===== src/rtl/motion_pkg.sv =====
// Shared types and default constants for the sprite motion controller:
// motion state encoding, facing-direction values and default playfield bounds.
package motion_pkg;

  typedef enum logic [1:0] {
    WALK      = 2'd0,
    JUMP_UP   = 2'd1,
    JUMP_DOWN = 2'd2
  } motion_state_t;

  localparam logic LEFT_DIR  = 1'b0;
  localparam logic RIGHT_DIR = 1'b1;

  localparam int DEF_X_MIN     = 0;
  localparam int DEF_X_MAX     = 600;
  localparam int DEF_Y_MIN     = 0;
  localparam int DEF_Y_MAX     = 440;
  localparam int DEF_SPAWN_X   = 320;
  localparam int DEF_SPAWN_Y   = 240;
  localparam int DEF_STEP      = 2;
  localparam int DEF_JUMP_H    = 40;
  localparam int DEF_JUMP_STEP = 4;

endpackage


===== src/rtl/axis_step_clamp.sv =====
// One-axis position step with saturation: next = clamp(pos + delta, MIN, MAX).
// The sum is formed in a W+1-bit signed intermediate so a step below zero is
// seen as negative instead of wrapping to a large unsigned value.
module axis_step_clamp #(
  parameter int W   = 10,
  parameter int MIN = 0,
  parameter int MAX = 600
) (
  input  logic [W-1:0]        pos,
  input  logic signed [W:0]   delta,
  output logic [W-1:0]        next
);

  localparam logic signed [W:0] MIN_S = (W+1)'(MIN);
  localparam logic signed [W:0] MAX_S = (W+1)'(MAX);

  logic signed [W:0] sum;

  // Add the signed delta and saturate to the inclusive bounds
  always_comb begin
    sum  = $signed({1'b0, pos}) + delta;
    next = sum[W-1:0];
    if (sum < MIN_S) begin
      next = MIN_S[W-1:0];
    end else if (sum > MAX_S) begin
      next = MAX_S[W-1:0];
    end
  end

endmodule


===== src/rtl/sprite_motion_ctrl.sv =====
// Player-sprite motion controller: per-tick keyboard movement with playfield
// clamping, a multi-tick jump and valid/ready stage warps.
// Optional feature macro: MOTION_JUMP_EN (jump FSM, offset counter and
// key_jump edge detector). Without it key_jump is ignored, the sprite is
// always walking, jumping is 0 and warp_ready is 1.
module sprite_motion_ctrl
  import motion_pkg::*;
#(
  parameter int XW        = 10,
  parameter int YW        = 10,
  parameter int STEP      = DEF_STEP,
  parameter int X_MIN     = DEF_X_MIN,
  parameter int X_MAX     = DEF_X_MAX,
  parameter int Y_MIN     = DEF_Y_MIN,
  parameter int Y_MAX     = DEF_Y_MAX,
  parameter int SPAWN_X   = DEF_SPAWN_X,
  parameter int SPAWN_Y   = DEF_SPAWN_Y,
  parameter int JUMP_H    = DEF_JUMP_H,
  parameter int JUMP_STEP = DEF_JUMP_STEP
) (
  input  logic          clk,
  input  logic          rst_n,
  input  logic          tick,
  input  logic          key_left,
  input  logic          key_right,
  input  logic          key_up,
  input  logic          key_down,
  input  logic          key_jump,
  input  logic          freeze,
  input  logic          warp_valid,
  input  logic [XW-1:0] warp_x,
  input  logic [YW-1:0] warp_y,
  output logic          warp_ready,
  output logic [XW-1:0] pos_x,
  output logic [YW-1:0] pos_y,
  output logic          dir,
  output logic          jumping
);

  localparam logic signed [XW:0] STEP_X = (XW+1)'(STEP);
  localparam logic signed [YW:0] STEP_Y = (YW+1)'(STEP);

  logic              warp_fire;
  logic              move;
  logic signed [XW:0] dx;
  logic signed [XW:0] x_delta;
  logic signed [YW:0] dy;
  logic signed [YW:0] dy_walk;
  logic signed [YW:0] y_delta;
  logic [XW-1:0]     x_base;
  logic [XW-1:0]     x_next;
  logic [YW-1:0]     y_base;
  logic [YW-1:0]     y_next;

  assign warp_fire = warp_valid && warp_ready;
  assign move      = tick && !freeze;

  // Key-driven deltas; opposing keys cancel
  always_comb begin
    dx      = '0;
    dy_walk = '0;
    if (key_left && !key_right) begin
      dx = -STEP_X;
    end else if (key_right && !key_left) begin
      dx = STEP_X;
    end
    if (key_up && !key_down) begin
      dy_walk = -STEP_Y;
    end else if (key_down && !key_up) begin
      dy_walk = STEP_Y;
    end
  end

`ifdef MOTION_JUMP_EN
  localparam logic [YW-1:0] JH     = YW'(JUMP_H);
  localparam logic [YW-1:0] JS     = YW'(JUMP_STEP);
  localparam logic [YW-1:0] YMIN_U = YW'(Y_MIN);

  motion_state_t  state;
  logic [YW-1:0]  jump_off;
  logic           jump_hist;
  logic [YW-1:0]  up_step;
  logic [YW-1:0]  dn_step;

  // Jump step sizes: the final step is shortened to land exactly on the apex,
  // on the top wall, or back on offset 0
  always_comb begin
    up_step = JS;
    if ((JH - jump_off) < up_step) begin
      up_step = JH - jump_off;
    end
    if ((pos_y - YMIN_U) < up_step) begin
      up_step = pos_y - YMIN_U;
    end
    dn_step = (jump_off < JS) ? jump_off : JS;
    case (state)
      JUMP_UP:   dy = -$signed({1'b0, up_step});
      JUMP_DOWN: dy = $signed({1'b0, dn_step});
      default:   dy = dy_walk;
    endcase
  end

  // Jump state machine, offset tracker and key_jump history, advanced per tick
  always_ff @(posedge clk or negedge rst_n) begin
    if (!rst_n) begin
      state     <= WALK;
      jump_off  <= '0;
      jump_hist <= 1'b0;
    end else if (move) begin
      jump_hist <= key_jump;
      if (!warp_fire) begin
        case (state)
          WALK: begin
            if (key_jump && !jump_hist) begin
              state <= JUMP_UP;
            end
          end
          JUMP_UP: begin
            jump_off <= jump_off + up_step;
            if (((jump_off + up_step) == JH) || (y_next == YMIN_U)) begin
              state <= JUMP_DOWN;
            end
          end
          JUMP_DOWN: begin
            jump_off <= jump_off - dn_step;
            if (jump_off == dn_step) begin
              state <= WALK;
            end
          end
          default: state <= WALK;
        endcase
      end
    end
  end

  assign jumping    = (state != WALK);
  assign warp_ready = (state == WALK);
`else
  logic unused_jump;
  assign unused_jump = key_jump & (JUMP_H > 0) & (JUMP_STEP > 0);
  assign dy          = dy_walk;
  assign jumping     = 1'b0;
  assign warp_ready  = 1'b1;
`endif

  // A warp reuses the clamps with a zero delta so targets are saturated too
  assign x_base  = warp_fire ? warp_x : pos_x;
  assign x_delta = warp_fire ? '0 : dx;
  assign y_base  = warp_fire ? warp_y : pos_y;
  assign y_delta = warp_fire ? '0 : dy;

  axis_step_clamp #(.W(XW), .MIN(X_MIN), .MAX(X_MAX)) u_clamp_x (
    .pos   (x_base),
    .delta (x_delta),
    .next  (x_next)
  );

  axis_step_clamp #(.W(YW), .MIN(Y_MIN), .MAX(Y_MAX)) u_clamp_y (
    .pos   (y_base),
    .delta (y_delta),
    .next  (y_next)
  );

  // Position and facing registers; a warp wins over tick motion
  always_ff @(posedge clk or negedge rst_n) begin
    if (!rst_n) begin
      pos_x <= XW'(SPAWN_X);
      pos_y <= YW'(SPAWN_Y);
      dir   <= LEFT_DIR;
    end else if (warp_fire) begin
      pos_x <= x_next;
      pos_y <= y_next;
    end else if (move) begin
      pos_x <= x_next;
      pos_y <= y_next;
      if (dx < 0) begin
        dir <= LEFT_DIR;
      end else if (dx > 0) begin
        dir <= RIGHT_DIR;
      end
    end
  end

endmodule


===== config.mk =====
export PLATFORM = sky130hd
export DESIGN_NAME = sprite_motion_ctrl
export DESIGN_NICKNAME = d
export VERILOG_FILES = /design/src/rtl/motion_pkg.sv /design/src/rtl/axis_step_clamp.sv /design/src/rtl/sprite_motion_ctrl.sv
export SDC_FILE = /design/constraint.sdc
export NUM_CORES = 1
export LEC_CHECK = 0
export BUFFER_PORTS_ARGS = -buffer_cell sky130_fd_sc_hd__buf_4
export CAP_MARGIN = 30
export CORE_UTILIZATION = 45
export CTS_CLUSTER_SIZE = 12
export DETAILED_ROUTE_END_ITERATION = 12
export HOLD_SLACK_MARGIN = 0.08
export PLACE_DENSITY_LB_ADDON = 0.2
export SLEW_MARGIN = 20
export SYNTH_ARGS = -nofsm -noshare
export SYNTH_HDL_FRONTEND = slang
export SYNTH_SLANG_ARGS = --single-unit

===== constraint.sdc =====
create_clock -name clk -period 3.9 [get_ports clk]
set_clock_uncertainty 0.2 [all_clocks]
set_input_delay 0 -clock clk [delete_from_list [all_inputs] [get_ports clk]]
set_output_delay 0 -clock clk [all_outputs]
set_load 0.03 [all_outputs]

After elaboration in Yosys (flattened, before gate mapping)
Index checks and enable logic that the tools add are counted.

Output and inout bits: 23. Word-level logic and storage cells: 43. Flip-flop bits (word level): 21.

Magnitude comparators: 6. Mux-type cells: 18. Reduce and logical (&&, ||, !) cells: 13. Bitwise logic cells: 1. Add/sub/neg operators: 2.

Operator list (number): $mux W10 (10); $mux W11 (4); $lt A11 B1 Y1 const B (3); $add A11 B11 Y11 (2); $gt A11 B1 Y1 const B (1); $gt A11 B10 Y1 const B (1); $gt A11 B11 Y1 const B (1); $logic_and A1 B1 Y1 (5); $logic_not A1 Y1 (5); $mux W2 (2); $reduce_bool A2 Y1 (2); $reduce_and A3 Y1 (1); $mux W1 (2); $not A1 Y1 (1).

Longest topological paths before layout
Depth in word-level cells: 11. Depth in mapped cells: 17. Mapped depth without buffers: 13.

By module
Synthesis repeated with hierarchy kept, for this count alone.

Cell total of the unflattened synthesis: 246. Area, all modules: 2468.6 um^2.

Modules (own cells, without submodules): sprite_motion_ctrl (cells an instance 83, times used 1, area each 1129.8 um^2, seq. area each 533.0 um^2); axis_step_clamp (u_clamp_x) (cells an instance 87, times used 1, area each 693.2 um^2, seq. area each 0.0 um^2); axis_step_clamp (u_clamp_y) (cells an instance 76, times used 1, area each 645.6 um^2, seq. area each 0.0 um^2).

Worst setup path after synthesis
No wires, ideal clock.

Path type: input-to-reg. From: in warp_valid. To: reg pos_y[1]. Data arrival time: 3.181 ns. Buffers on the path: 5. Required time: 3.604 ns. Path slack: 0.423 ns. Cell stages on the path: 16. Cells stage by stage: buf_2 buf_2 buf_2 clkbuf_1 clkbuf_1 nand2_1 o21ai_0 ha_1 o21ai_1 a221oi_1 o221ai_1 o21ai_1 a31oi_1 mux2i_1 or3_4 o32ai_2.

Longest elaborated chain between the ends: 7.

Ends and longest elaborated chain: start, declared (line sprite_motion_ctrl.sv:30) `input logic warp_valid,`; $mux W10 or $mux W11 (tied branches) (line sprite_motion_ctrl.sv:149, sprite_motion_ctrl.sv:150); $add A11 B11 Y11 (line axis_step_clamp.sv:21) `sum = $signed({1'b0, pos}) + delta;`; $gt A11 B10 Y1 (line axis_step_clamp.sv:25) `end else if (sum > MAX_S) begin`; $mux W10 (line axis_step_clamp.sv:25); $mux W10 (line axis_step_clamp.sv:23) `if (sum < MIN_S) begin`; $mux W10 (line sprite_motion_ctrl.sv:173) `end else if (move) begin`; $mux W10 (line sprite_motion_ctrl.sv:170) `end else if (warp_fire) begin`; end signal, assigned (line sprite_motion_ctrl.sv:168) `pos_y <= YW'(SPAWN_Y);`; end signal, assigned (line sprite_motion_ctrl.sv:172) `pos_y <= y_next;`; end signal, assigned (line sprite_motion_ctrl.sv:175) `pos_y <= y_next;`; end, declared (line sprite_motion_ctrl.sv:35) `output logic [YW-1:0] pos_y,`.

Parallel ways exist; a longest one is shown, timed or not. The select of a mux whose other input is x is not followed. A chain may end at the register's enable or synchronous reset.

Final worst setup path
From: in key_left. To: reg pos_x[0].

Longest elaborated chain between the ends: 11.

Ends and longest elaborated chain: start, declared (line sprite_motion_ctrl.sv:24) `input logic key_left,`; $logic_not A1 Y1 (line sprite_motion_ctrl.sv:64) `end else if (key_right && !key_left) begin`; $logic_and A1 B1 Y1 (line sprite_motion_ctrl.sv:64); $mux W2 (line sprite_motion_ctrl.sv:64); $mux W11 (*) (line sprite_motion_ctrl.sv:62) `if (key_left && !key_right) begin`; $mux W11 (*) (line sprite_motion_ctrl.sv:148) `assign x_delta = warp_fire ? '0 : dx;`; $add A11 B11 Y11 (*) (line axis_step_clamp.sv:21); $gt A11 B11 Y1 (line axis_step_clamp.sv:25); $mux W10 (line axis_step_clamp.sv:25); $mux W10 (*) (line axis_step_clamp.sv:23); $mux W10 (line sprite_motion_ctrl.sv:173); $mux W10 (*) (line sprite_motion_ctrl.sv:170); end signal, assigned (line sprite_motion_ctrl.sv:167) `pos_x <= XW'(SPAWN_X);`; end signal, assigned (line sprite_motion_ctrl.sv:171) `pos_x <= x_next;`; end signal, assigned (line sprite_motion_ctrl.sv:174) `pos_x <= x_next;`; end, declared (line sprite_motion_ctrl.sv:34) `output logic [XW-1:0] pos_x,`.

Every way passes the cells marked *; elsewhere a longest branch is shown, timed or not. The select of a mux whose other input is x is not followed.

==> reports/summary.json <==
{
  "layout_setup_ws": {"value": 0.172, "unit": "ns"},
  "ys_async_sr_fraction": {"value": 100, "unit": "%"},
  "core_area": {"value": 4750, "unit": "um^2"},
  "max_cap_viol_count": {"value": 0},
  "seq_area_frac_synth": {"value": 23.9, "unit": "%"},
  "initial_antenna_violation_count": {"value": 0},
  "place_area": {"value": 2610, "unit": "um^2"},
  "hold_violations": {"value": 0},
  "fp.dieArea": {"value": 5250, "unit": "um^2"},
  "clk_path_buf_depth": {"value": 2},
  "numCtsBuffers": {"value": 3},
  "run_status": {"value": "finished clean"},
  "drt_iter0_drc": {"value": 100},
  "maximum_number_of_pins_on_one_net_before_global_route_repair": {"value": 45},
  "ir_worst_vdd": {"value": 0.218, "unit": "mV"},
  "place_ws": {"value": 0.606, "unit": "ns"},
  "die_w": {"value": 72.5, "unit": "um"},
  "detailedPlacementHpwl": {"value": 4070, "unit": "um"},
  "filler_cell_count": {"value": 452},
  "route.detailed.wl_per_inst": {"value": 14.5, "unit": "um"},
  "cp-start-kind": {"value": "primary input"},
  "hp-class": {"value": "in -> reg"},
  "htree_levels": {"value": 1},
  "cp-end-kind": {"value": "register"},
  "die_h": {"value": 72.5, "unit": "um"},
  "post_synth_num_cell_types": {"value": 63},
  "first_drt_pass_iteration_count": {"value": 4},
  "totalPowerFinal": {"value": 1.22, "unit": "mW"},
  "register_area": {"value": 533, "unit": "um^2"},
  "netlist_instances": {"value": 280},
  "ys.warnings.count": {"value": 0},
  "critical_path_origin": {"value": "key_left"},
  "clock-sinks": {"value": 21},
  "relSlewSlack": {"value": 46.8, "unit": "%"},
  "finalWorstPathRequiredPeriod": {"value": 3.73, "unit": "ns"},
  "timing_worst_slew_pin_value": {"value": 0.795, "unit": "ns"},
  "syn_area_per_cell": {"value": 7.98, "unit": "um^2"},
  "place_congestion": {"value": 0.882},
  "share_of_the_clock_period_used_by_the_worst_path": {"value": 95.6, "unit": "%"},
  "antenna-diode-count": {"value": 0},
  "pin_count": {"value": 53},
  "fin_tns_setup": {"value": 0, "unit": "ns"},
  "drive_above_1_share": {"value": 27.1, "unit": "%"},
  "drc_errors": {"value": 0},
  "power.density_cell_area": {"value": 428, "unit": "nW/um^2"},
  "first_global_vias": {"value": 2057},
  "syn_area": {"value": 2230, "unit": "um^2"},
  "worstReg2RegStart": {"value": "pos_y[3]"},
  "setup_repair_after_global_routing_missed_its_margin": {"value": "yes"},
  "critPathRequiredTime": {"value": 3.90, "unit": "ns"},
  "global_route.overflow_total": {"value": 0},
  "drt-total-wl": {"value": 5830, "unit": "um"},
  "final_net_count": {"value": 380},
  "multiInputGateArea": {"value": 1570, "unit": "um^2"},
  "cts_tree": {"value": "built"},
  "drv_slew": {"value": 0},
  "number_of_input_and_output_port_buffers_inserted": {"value": 49},
  "areaGrowthSynthToFinish": {"value": 27.2, "unit": "%"},
  "grt_pass1_wl": {"value": 9740, "unit": "um"},
  "finalCoreUtilization": {"value": 59.8, "unit": "%"},
  "max_freq": {"value": 0.268, "unit": "GHz"},
  "hold_start": {"value": "warp_x[1]"},
  "clk_root_buffer_cell": {"value": "clkbuf_8"},
  "cts.reportedPaths.clkPinSlew": {"value": 0.08, "unit": "ns"},
  "synth_enable_flop_cells": {"value": 0},
  "finalSetupViolCount": {"value": 0},
  "initial_utilization": {"value": 47.0, "unit": "%"},
  "worst_ep_arrival_time": {"value": 3.73, "unit": "ns"},
  "detailroute.via_count": {"value": 2236},
  "clk-insertion-delay-late": {"value": 0.27, "unit": "ns"},
  "num_rows": {"value": 25},
  "synth_nets": {"value": 323},
  "detail-route-antenna-nets": {"value": 0},
  "critical_path.max_fanout": {"value": 7},
  "synth-main-ff-cell": {"value": "dfrtp_1"},
  "power.static_leakage": {"value": 1.30, "unit": "nW"},
  "routed_via_density": {"value": 5.55},
  "ys_ff_latch": {"value": 21},
  "post-route-cell-area": {"value": 2840, "unit": "um^2"},
  "grtUsageTotal": {"value": 23.6, "unit": "%"},
  "critPathKind": {"value": "in -> reg"}
}
-- metal layers --
metal	up-vias	global-route usage [%]	share of wire, %
li1	1119	-	-
met5	-	0	0
met2	55	38.0	44
met4	0	5.88	0.96
met3	5	2.08	4.2
met1	1057	34.0	50
-- registers in the layout, summed over array words and instances, names as in the netlist --
register  flops
dir           1
pos_x        10
pos_y        10
-- metrics by stage --
| step | hold slack, ns | cells |
|---|---|---|
| 2_1_floorplan | -0.496 | 280 |
| 3_3_place_gp | -0.293 | 382 |
| 3_5_place_dp | -0.291 | 382 |
| 4_1_cts | 0.0833 | 403 |
| 5_1_grt | 0.126 | 403 |
| 6_report | 0.0830 | 403 |
-- final timing paths --
| kind | endpoint | slack [ns] | cells past startpoint |
|---|---|---|---|
| min in group asynchronous | pos_y[7] | 0.60 | 3 |
| worst max register to register | pos_y[0] | 0.20 | 11 |
| worst max-delay path | pos_x[0] | 0.17 | 15 |
| worst min-delay path | pos_x[1] | 0.08 | 5 |
| max in group asynchronous | dir | 1.68 | 4 |
| worst min register to register | pos_y[7] | 0.32 | 2 |
-- worst max-delay path, cell delays in order --
cell and delay (ns):
buf_4 0.11, ha_1 0.25, dlygate4sd3_1 0.55, nor2_2 0.05, ha_1 0.25, ha_2 0.24
o21ai_0 0.22, a22oi_2 0.11, a31oi_1 0.27, xor2_1 0.24, o221ai_1 0.18, a211o_1 0.42
a21o_1 0.21, o21ai_1 0.06, dlygate4sd3_1 0.56
-- synth_stat cells, types with 4 or more instances --
cell type | number | area share (%)
xor2_1 | 9 | 3.5
mux2_2 | 7 | 3.5
inv_1 | 10 | 1.7
nor2b_1 | 4 | 1.1
nor3_1 | 6 | 1.3
nand3_1 | 8 | 1.8
a31oi_1 | 6 | 1.7
nand2_1 | 40 | 6.7
clkbuf_1 | 8 | 1.3
o21ai_0 | 13 | 2.9
dfrtp_1 | 15 | 17
xnor2_1 | 11 | 4.3
nor2_1 | 15 | 2.5
ha_1 | 13 | 7.3
o21ai_1 | 12 | 2.7
and3_1 | 4 | 1.1
a21oi_1 | 16 | 3.6
buf_2 | 5 | 1.1
a21o_1 | 4 | 1.3
dfstp_2 | 6 | 7.1
-- layout make-up --
type	count	area share [%]
Inverter	12	1.59
Clock buffer	3	1.45
Sequential cell	21	18.8
Clock inverter	1	0.176
Multi-Input combinational cell	229	55.1
Tap cell	67	2.95
Timing Repair Buffer	70	20.0
-- cell usage in the layout, fill, tap and decap left out, drive strengths merged, types with 3 or more instances in the layout --
cell type    netlist  layout
buf               10      53
nand2             40      40
o21ai             27      27
dlygate4sd3        0      17
a21oi             17      17
dfrtp             15      15
nor2              15      15
ha                13      13
inv               12      12
xnor2             11      11
xor2              10      10
nand3              8       8
mux2               7       7
a31oi              6       6
nor3               6       6
dfstp              6       6
nor2b              5       5
a21o               4       4
and3               4       4
a21boi             4       4
nand2b             3       3
a31o               3       3
nand4              3       3
o221ai             3       3
a211o              3       3
clkbuf             8       3
a22oi              3       3
mux2i              3       3
o31ai              3       3
a221oi             3       3
-- timing repair --
action                                  CTS  global route
hold buffers                             17             0
endpoints found under the setup margin    0             2
endpoints found under the hold margin    30             0
gates resized for setup                   0             4
buffers inserted                          0             0
-- power by group --
group / switching, mW / leakage [nW] / internal [mW]
sequential: 0.0899 / 0.255 / 0.292
combinational: 0.394 / 1.02 / 0.293
clock: 0.0774 / 0.0255 / 0.0714
total: 0.561 / 1.30 / 0.656
-- cells by family (layout without fill, tap and decap cells) --
| family | Yosys count | in the layout | synth area share [%] |
|---|---|---|---|
| mux | 10 | 10 | 4.87 |
| flops | 21 | 21 | 23.9 |
| fa+ha+maj | 15 | 15 | 8.24 |
| xor+xnor | 21 | 21 | 8.57 |
| buf+inv | 30 | 86 | 6.67 |
| simple gates | 96 | 96 | 21.3 |
| other cells | 2 | 2 | 0.336 |
| compound gates | 85 | 85 | 26.1 |
Note: power is estimated with default switching activity, not from simulation.
